<file path="config.mk">
export PLATFORM = sky130hd
export DESIGN_NAME = layer_tdm_sched
export DESIGN_NICKNAME = d
export VERILOG_FILES = /design/src/rtl/layer_tdm_sched.sv
export SDC_FILE = /design/constraint.sdc
export NUM_CORES = 1
export LEC_CHECK = 0
export CAP_MARGIN = 20
export CORE_ASPECT_RATIO = 0.7
export CORE_UTILIZATION = 50
export DETAILED_ROUTE_END_ITERATION = 7
export PLACE_DENSITY = 0.83
export SLEW_MARGIN = 20
export SYNTH_ARGS = -nofsm -noshare
export SYNTH_HDL_FRONTEND = slang
export SYNTH_SLANG_ARGS = --single-unit
</file>
<file path="constraint.sdc">
create_clock -name clk -period 4.1 [get_ports clk]
set_input_delay 0.41 -clock clk [delete_from_list [all_inputs] [get_ports clk]]
set_output_delay 0.41 -clock clk [all_outputs]
set_load 0.005 [all_outputs]
</file>
<file path="src/rtl/layer_tdm_sched.sv">
// Time-multiplexed LogicNets layer scheduler: one neuron per clock through a shared connectivity ROM and neuron LUT.
// Optional selection-range error flag: define LAYER_TDM_RANGE_CHK_EN.
module layer_tdm_sched #(
  parameter int IN_CH   = 16,
  parameter int IN_BW   = 2,
  parameter int FANIN   = 3,
  parameter int OUT_BW  = 2,
  parameter int NEURONS = 64,
  parameter int IDX_W   = 4,
  parameter int NID_W   = 6
) (
  input  logic                          clk,
  input  logic                          rst,
  input  logic                          in_valid,
  output logic                          in_ready,
  input  logic [IN_CH*IN_BW-1:0]        in_data,
  output logic                          conn_rd_en,
  output logic [NID_W-1:0]              conn_addr,
  input  logic [FANIN*IDX_W-1:0]        conn_data,
  output logic                          lut_rd_en,
  output logic [NID_W+FANIN*IN_BW-1:0]  lut_addr,
  input  logic [OUT_BW-1:0]             lut_data,
  output logic                          out_valid,
  input  logic                          out_ready,
  output logic [NEURONS*OUT_BW-1:0]     out_data,
  output logic                          err,
  output logic [1:0]                    state_dbg
);

  // Handshakes: a transfer happens on a rising clk edge where valid and ready
  // are both high. in_ready depends on state and out_ready only, never on in_valid;
  // out_valid stays high with stable out_data until it is accepted.

  localparam int M0_W = FANIN*IN_BW;
  localparam logic [NID_W-1:0] LAST_NID = NID_W'(NEURONS-1);

  typedef enum logic [1:0] {IDLE, RUN, DRAIN, DONE} state_t;

  state_t                   state, state_nxt;
  logic [NID_W-1:0]         cnt, cnt_nxt;
  logic                     drain_cnt, drain_nxt;
  logic                     load;
  logic [IN_CH*IN_BW-1:0]   in_reg;
  logic                     s2_valid;
  logic [NID_W-1:0]         s2_nid;
  logic                     s3_valid;
  logic [NID_W-1:0]         s3_nid;
  logic [M0_W-1:0]          m0;
  logic [IDX_W-1:0]         sel;
  logic [IN_BW-1:0]         chv;

  assign state_dbg = state;

  always_comb begin
    state_nxt  = state;
    cnt_nxt    = cnt;
    drain_nxt  = drain_cnt;
    load       = 1'b0;
    in_ready   = 1'b0;
    out_valid  = 1'b0;
    conn_rd_en = 1'b0;
    conn_addr  = '0;
    case (state)
      IDLE: begin
        in_ready = 1'b1;
        if (in_valid) begin
          load      = 1'b1;
          cnt_nxt   = '0;
          state_nxt = RUN;
        end
      end
      RUN: begin
        conn_rd_en = 1'b1;
        conn_addr  = cnt;
        cnt_nxt    = cnt + 1'b1;
        if (cnt == LAST_NID) begin
          drain_nxt = 1'b0;
          state_nxt = DRAIN;
        end
      end
      DRAIN: begin
        // Two cycles let the last neuron pass the LUT read and the capture stage.
        drain_nxt = 1'b1;
        if (drain_cnt) state_nxt = DONE;
      end
      DONE: begin
        out_valid = 1'b1;
        if (out_ready) begin
          in_ready = 1'b1;
          if (in_valid) begin
            load      = 1'b1;
            cnt_nxt   = '0;
            state_nxt = RUN;
          end else begin
            state_nxt = IDLE;
          end
        end
      end
      default: state_nxt = IDLE;
    endcase
  end

  // Channel gather; a selection matching no channel leaves the field at zero.
  always_comb begin
    m0  = '0;
    sel = '0;
    chv = '0;
    for (int k = 0; k < FANIN; k++) begin
      sel = conn_data[k*IDX_W +: IDX_W];
      chv = '0;
      for (int c = 0; c < IN_CH; c++) begin
        if (sel == IDX_W'(c)) chv = in_reg[c*IN_BW +: IN_BW];
      end
      m0[k*IN_BW +: IN_BW] = chv;
    end
  end

  assign lut_rd_en = s2_valid;
  assign lut_addr  = s2_valid ? {s2_nid, m0} : '0;

  always_ff @(posedge clk) begin
    if (rst) begin
      state     <= IDLE;
      cnt       <= '0;
      drain_cnt <= 1'b0;
      in_reg    <= '0;
      s2_valid  <= 1'b0;
      s2_nid    <= '0;
      s3_valid  <= 1'b0;
      s3_nid    <= '0;
      out_data  <= '0;
    end else begin
      state     <= state_nxt;
      cnt       <= cnt_nxt;
      drain_cnt <= drain_nxt;
      if (load) in_reg <= in_data;
      s2_valid  <= conn_rd_en;
      s2_nid    <= conn_addr;
      s3_valid  <= s2_valid;
      s3_nid    <= s2_nid;
      for (int n = 0; n < NEURONS; n++) begin
        if (s3_valid && (s3_nid == NID_W'(n))) out_data[n*OUT_BW +: OUT_BW] <= lut_data;
      end
    end
  end

`ifdef LAYER_TDM_RANGE_CHK_EN
  logic oor;
  logic err_r;

  always_comb begin
    oor = 1'b0;
    for (int k = 0; k < FANIN; k++) begin
      if ({1'b0, conn_data[k*IDX_W +: IDX_W]} >= (IDX_W+1)'(IN_CH)) oor = 1'b1;
    end
  end

  always_ff @(posedge clk) begin
    if (rst) err_r <= 1'b0;
    else if (s2_valid && oor) err_r <= 1'b1;
  end

  assign err = err_r;
`else
  assign err = 1'b0;
`endif

endmodule
</file>
==> impl_metrics.tcl <==
set metrics [dict create \
    status "complete, no violations" \
    final_cell_count_no_fill 1453 \
    yosysSeqAreaShare_pct 44.68 \
    final-hold-violation-count 0 \
    finClkSkew_ps 13.66 \
    switching_power_mw 1.491 \
    area_growth_pct 32.77 \
    postCtsSetupBuffers 0 \
    cts_max_level 4 \
    port_buffers 201 \
    routed_wl_um 26000 \
    hp-start "out_data[116]" \
    routedWlPerCell_um 17.89 \
    synth_compound_area_share_pct 17.74 \
    syn-num-nets 1135 \
    worst_pin_slew_ps 1007 \
    p_per_area_nw_per_um2 419.0 \
    avgSynthCellArea_um2 7.600 \
    start_kind "input port" \
    synth_xor_area_share_pct 0.3204 \
    clkPwrFrac_pct 36.7 \
    synth_cells 1079 \
    synth_fa_ha_area_share_pct 0.9155 \
    ys.flop_type "dfxtp_1" \
    critPathBufInv 2 \
    cts_tree "built" \
    relSlewSlack_pct 32.60 \
    crit_slowest_cell "clkdlybuf4s50_1" \
    cp_top_family "buffers and inverters" \
    cp_num_cells 6 \
    postCtsHoldBufs 0 \
    cp_max_fo 11 \
    cp_cell_sequence "clkdlybuf4s50_1, mux4_1, a31oi_1, nor4b_1, or3_1, clkdlybuf4s50_1" \
    antenna_cells 0 \
    rr_startpoint "s3_nid[3]" \
    initial_core_util_pct 52.11 \
    ios 203 \
    whs_path_depth 2 \
    grt_overflow 0 \
    numCtsBuffers 17 \
    combPwrFrac_pct 17.9 \
    die_width_um 155.1 \
    grt_pass1_wl_um 39800 \
    rsz0062_at_grt "no" \
    synthSimpleGateAreaFrac_pct 27.20 \
    cp.required_ps 3690 \
    p_leak_nw 3.574 \
    synthArstFlopShare_pct 0 \
    cts_sinks 183 \
    seqPwrFrac_pct 45.4 \
    antenna_found_initial 0 \
    drtIter0Drc 814 \
    internal_power_mw 3.071 \
    syn_area_um2 8200 \
    clk_path_buf_depth 2 \
    drtAntennaViolNets 0 \
    grt_max_degree 114 \
    fin_nets 1276 \
    crit_path_max_incr_delay_ps 780 \
    critPathKind "in -> out" \
    place_inst 1421 \
    post_cts_resized 0 \
    fp.dieH_um 109.1 \
    dr.pass1.iters 7 \
    num_rows 38 \
    synth_top_family_by_area "simple AND/OR/NAND/NOR gates" \
    reg2reg_depth 6 \
    crit_arrival_ps 3000 \
    cp_common_cell "clkdlybuf4s50_1" \
    synth.mux.area_fraction_pct 4.089 \
    netlist-cell-type-count 58 \
    setup_tns_ps 0 \
    swShare_pct 32.68 \
    dieArea_um2 16920 \
    finalCritPeriodShare_pct 83.14 \
    synth_edf_count 0 \
    crit_start "conn_data[8]" \
    ys_ff_latch 183 \
    drv_slew 0 \
    maxCapViolCount 0 \
    endpoint_kind "primary output" \
    clk_latency_ps 430 \
    viasPerCell 5.660 \
    grt_pass1_vias 7270 \
    clk_pin_slew_ps 70 \
    fmax_ghz 0.2934 \
    period_needed_ps 3409 \
    drive_above_1_share_pct 5.677 \
    yosysWarnings 0 \
    cts-root-buf "clkbuf_16" \
    ir_drop_mv 0.2782 \
    grt.total_usage_pct 30.54 \
    setup_violations 0 \
    gp_congestion 0.9600 \
    core_area_um2 15740 \
    holdCritPathClass "reg -> reg" \
    largest_register_ffs 128 \
    vias 8224 \
    dp_hpwl_um 17810 \
    drc_errors 0 \
]
==> metrics by stage <==
| step | area [um^2] | hold WS (ps) | total power, mW | setup WS (ps) | util (%) |
|---|---|---|---|---|---|
| 2_1_floorplan | 8200 | 429.8 | 2.544 | 2014 | - |
| 3_3_place_gp | 10240 | 440.0 | 2.879 | 774.9 | 65.08 |
| 3_5_place_dp | 10260 | 447.0 | 2.905 | 722.2 | 65.21 |
| 4_1_cts | 10880 | 457.4 | 4.567 | 722.0 | 69.14 |
| 5_1_grt | 10890 | 468.8 | 4.757 | 583.7 | 69.18 |
| 6_report | 10890 | 456.2 | 4.562 | 691.2 | 69.18 |
==> synth_stat cells (all sizes together) (3+ instances only) <==
cell type / number / share of area, %
nand2b: 10 / 0.76
nand2: 259 / 12
ha: 6 / 0.92
nor2b: 16 / 1.2
a31oi: 3 / 0.23
nand3: 94 / 5.7
o21ai: 56 / 3.4
and3: 3 / 0.23
clkbuf: 80 / 3.7
mux4: 9 / 2.7
a22oi: 3 / 0.27
dfxtp: 183 / 45
and2: 19 / 1.4
nand3b: 3 / 0.27
buf: 12 / 0.75
nand4: 4 / 0.31
nor3b: 5 / 0.46
mux2: 3 / 0.41
inv: 13 / 0.60
or3: 5 / 0.38
or2: 6 / 0.46
nor2: 42 / 1.9
xor2: 3 / 0.32
mux2i: 8 / 0.98
o211ai: 5 / 0.46
nor3: 14 / 0.92
a21oi: 179 / 11
==> worst paths after layout <==
| check | end | slack (ps) |
|---|---|---|
| max | lut_addr[4] | 690 |
| min reg2reg | out_data[116] | 460 |
| min | out_data[116] | 460 |
| max reg2reg | out_data[49] | 2070 |
==> power groups by stage <==
stage          logic, mW  registers (mW)  clock network (mW)
2_1_floorplan      0.547            2.00                   0
3_3_place_gp       0.783            2.10                   0
3_5_place_dp       0.811            2.09                   0
4_1_cts            0.816            2.05                1.70
5_1_grt            0.905            2.08                1.78
6_report           0.816            2.07                1.68
==> worst min-delay path: cells and delay by family (launching register included) <==
kind,cells,cell delay [ps]
compound gates,1,50
flops,1,310
simple gates,1,50
==> area by class of cell <==
class / instances / area, um^2
timing repair buffer: 214 / 2117
multi-input combinational: 791 / 4164
sequential: 183 / 3664
fill: 1295 / 4850
inverter: 13 / 48.80
clock inverter: 15 / 193.9
clock buffer: 17 / 425.4
tap: 220 / 275.3
==> layer usage <==
layer	track usage (%)	wire, um	up-vias
met5	0	0	-
met4	7.921	411	0
met3	10.41	2816	30
met2	41.47	10570	347
met1	45.14	12200	3858
li1	-	-	3989
==> cell families (layout without fill, tap and decap cells) <==
kind of cell,Yosys count,count (layout)
AND/OR/NAND/NOR,492,492
AO/OA/AOI/OAI,269,269
flip-flops,183,183
buffers and inverters,105,259
multiplexers,20,20
adder cells (fa/ha/maj),6,6
XOR/XNOR,3,3
other,1,1
==> cells in the final DEF, fill, tap and decap left out, types with 6 or more instances in the layout <==
master / count
clkbuf_16: 17
clkinv_8: 6
buf_4: 12
nand3_1: 94
dfxtp_1: 183
o21ai_0: 56
nand2b_1: 10
nor2_1: 40
and2_1: 19
inv_1: 13
nor3_1: 11
a21oi_1: 179
ha_1: 6
clkdlybuf4s50_1: 198
nand2_1: 259
nor2b_1: 16
mux2i_1: 8
Note: power is estimated with default switching activity, not from simulation.
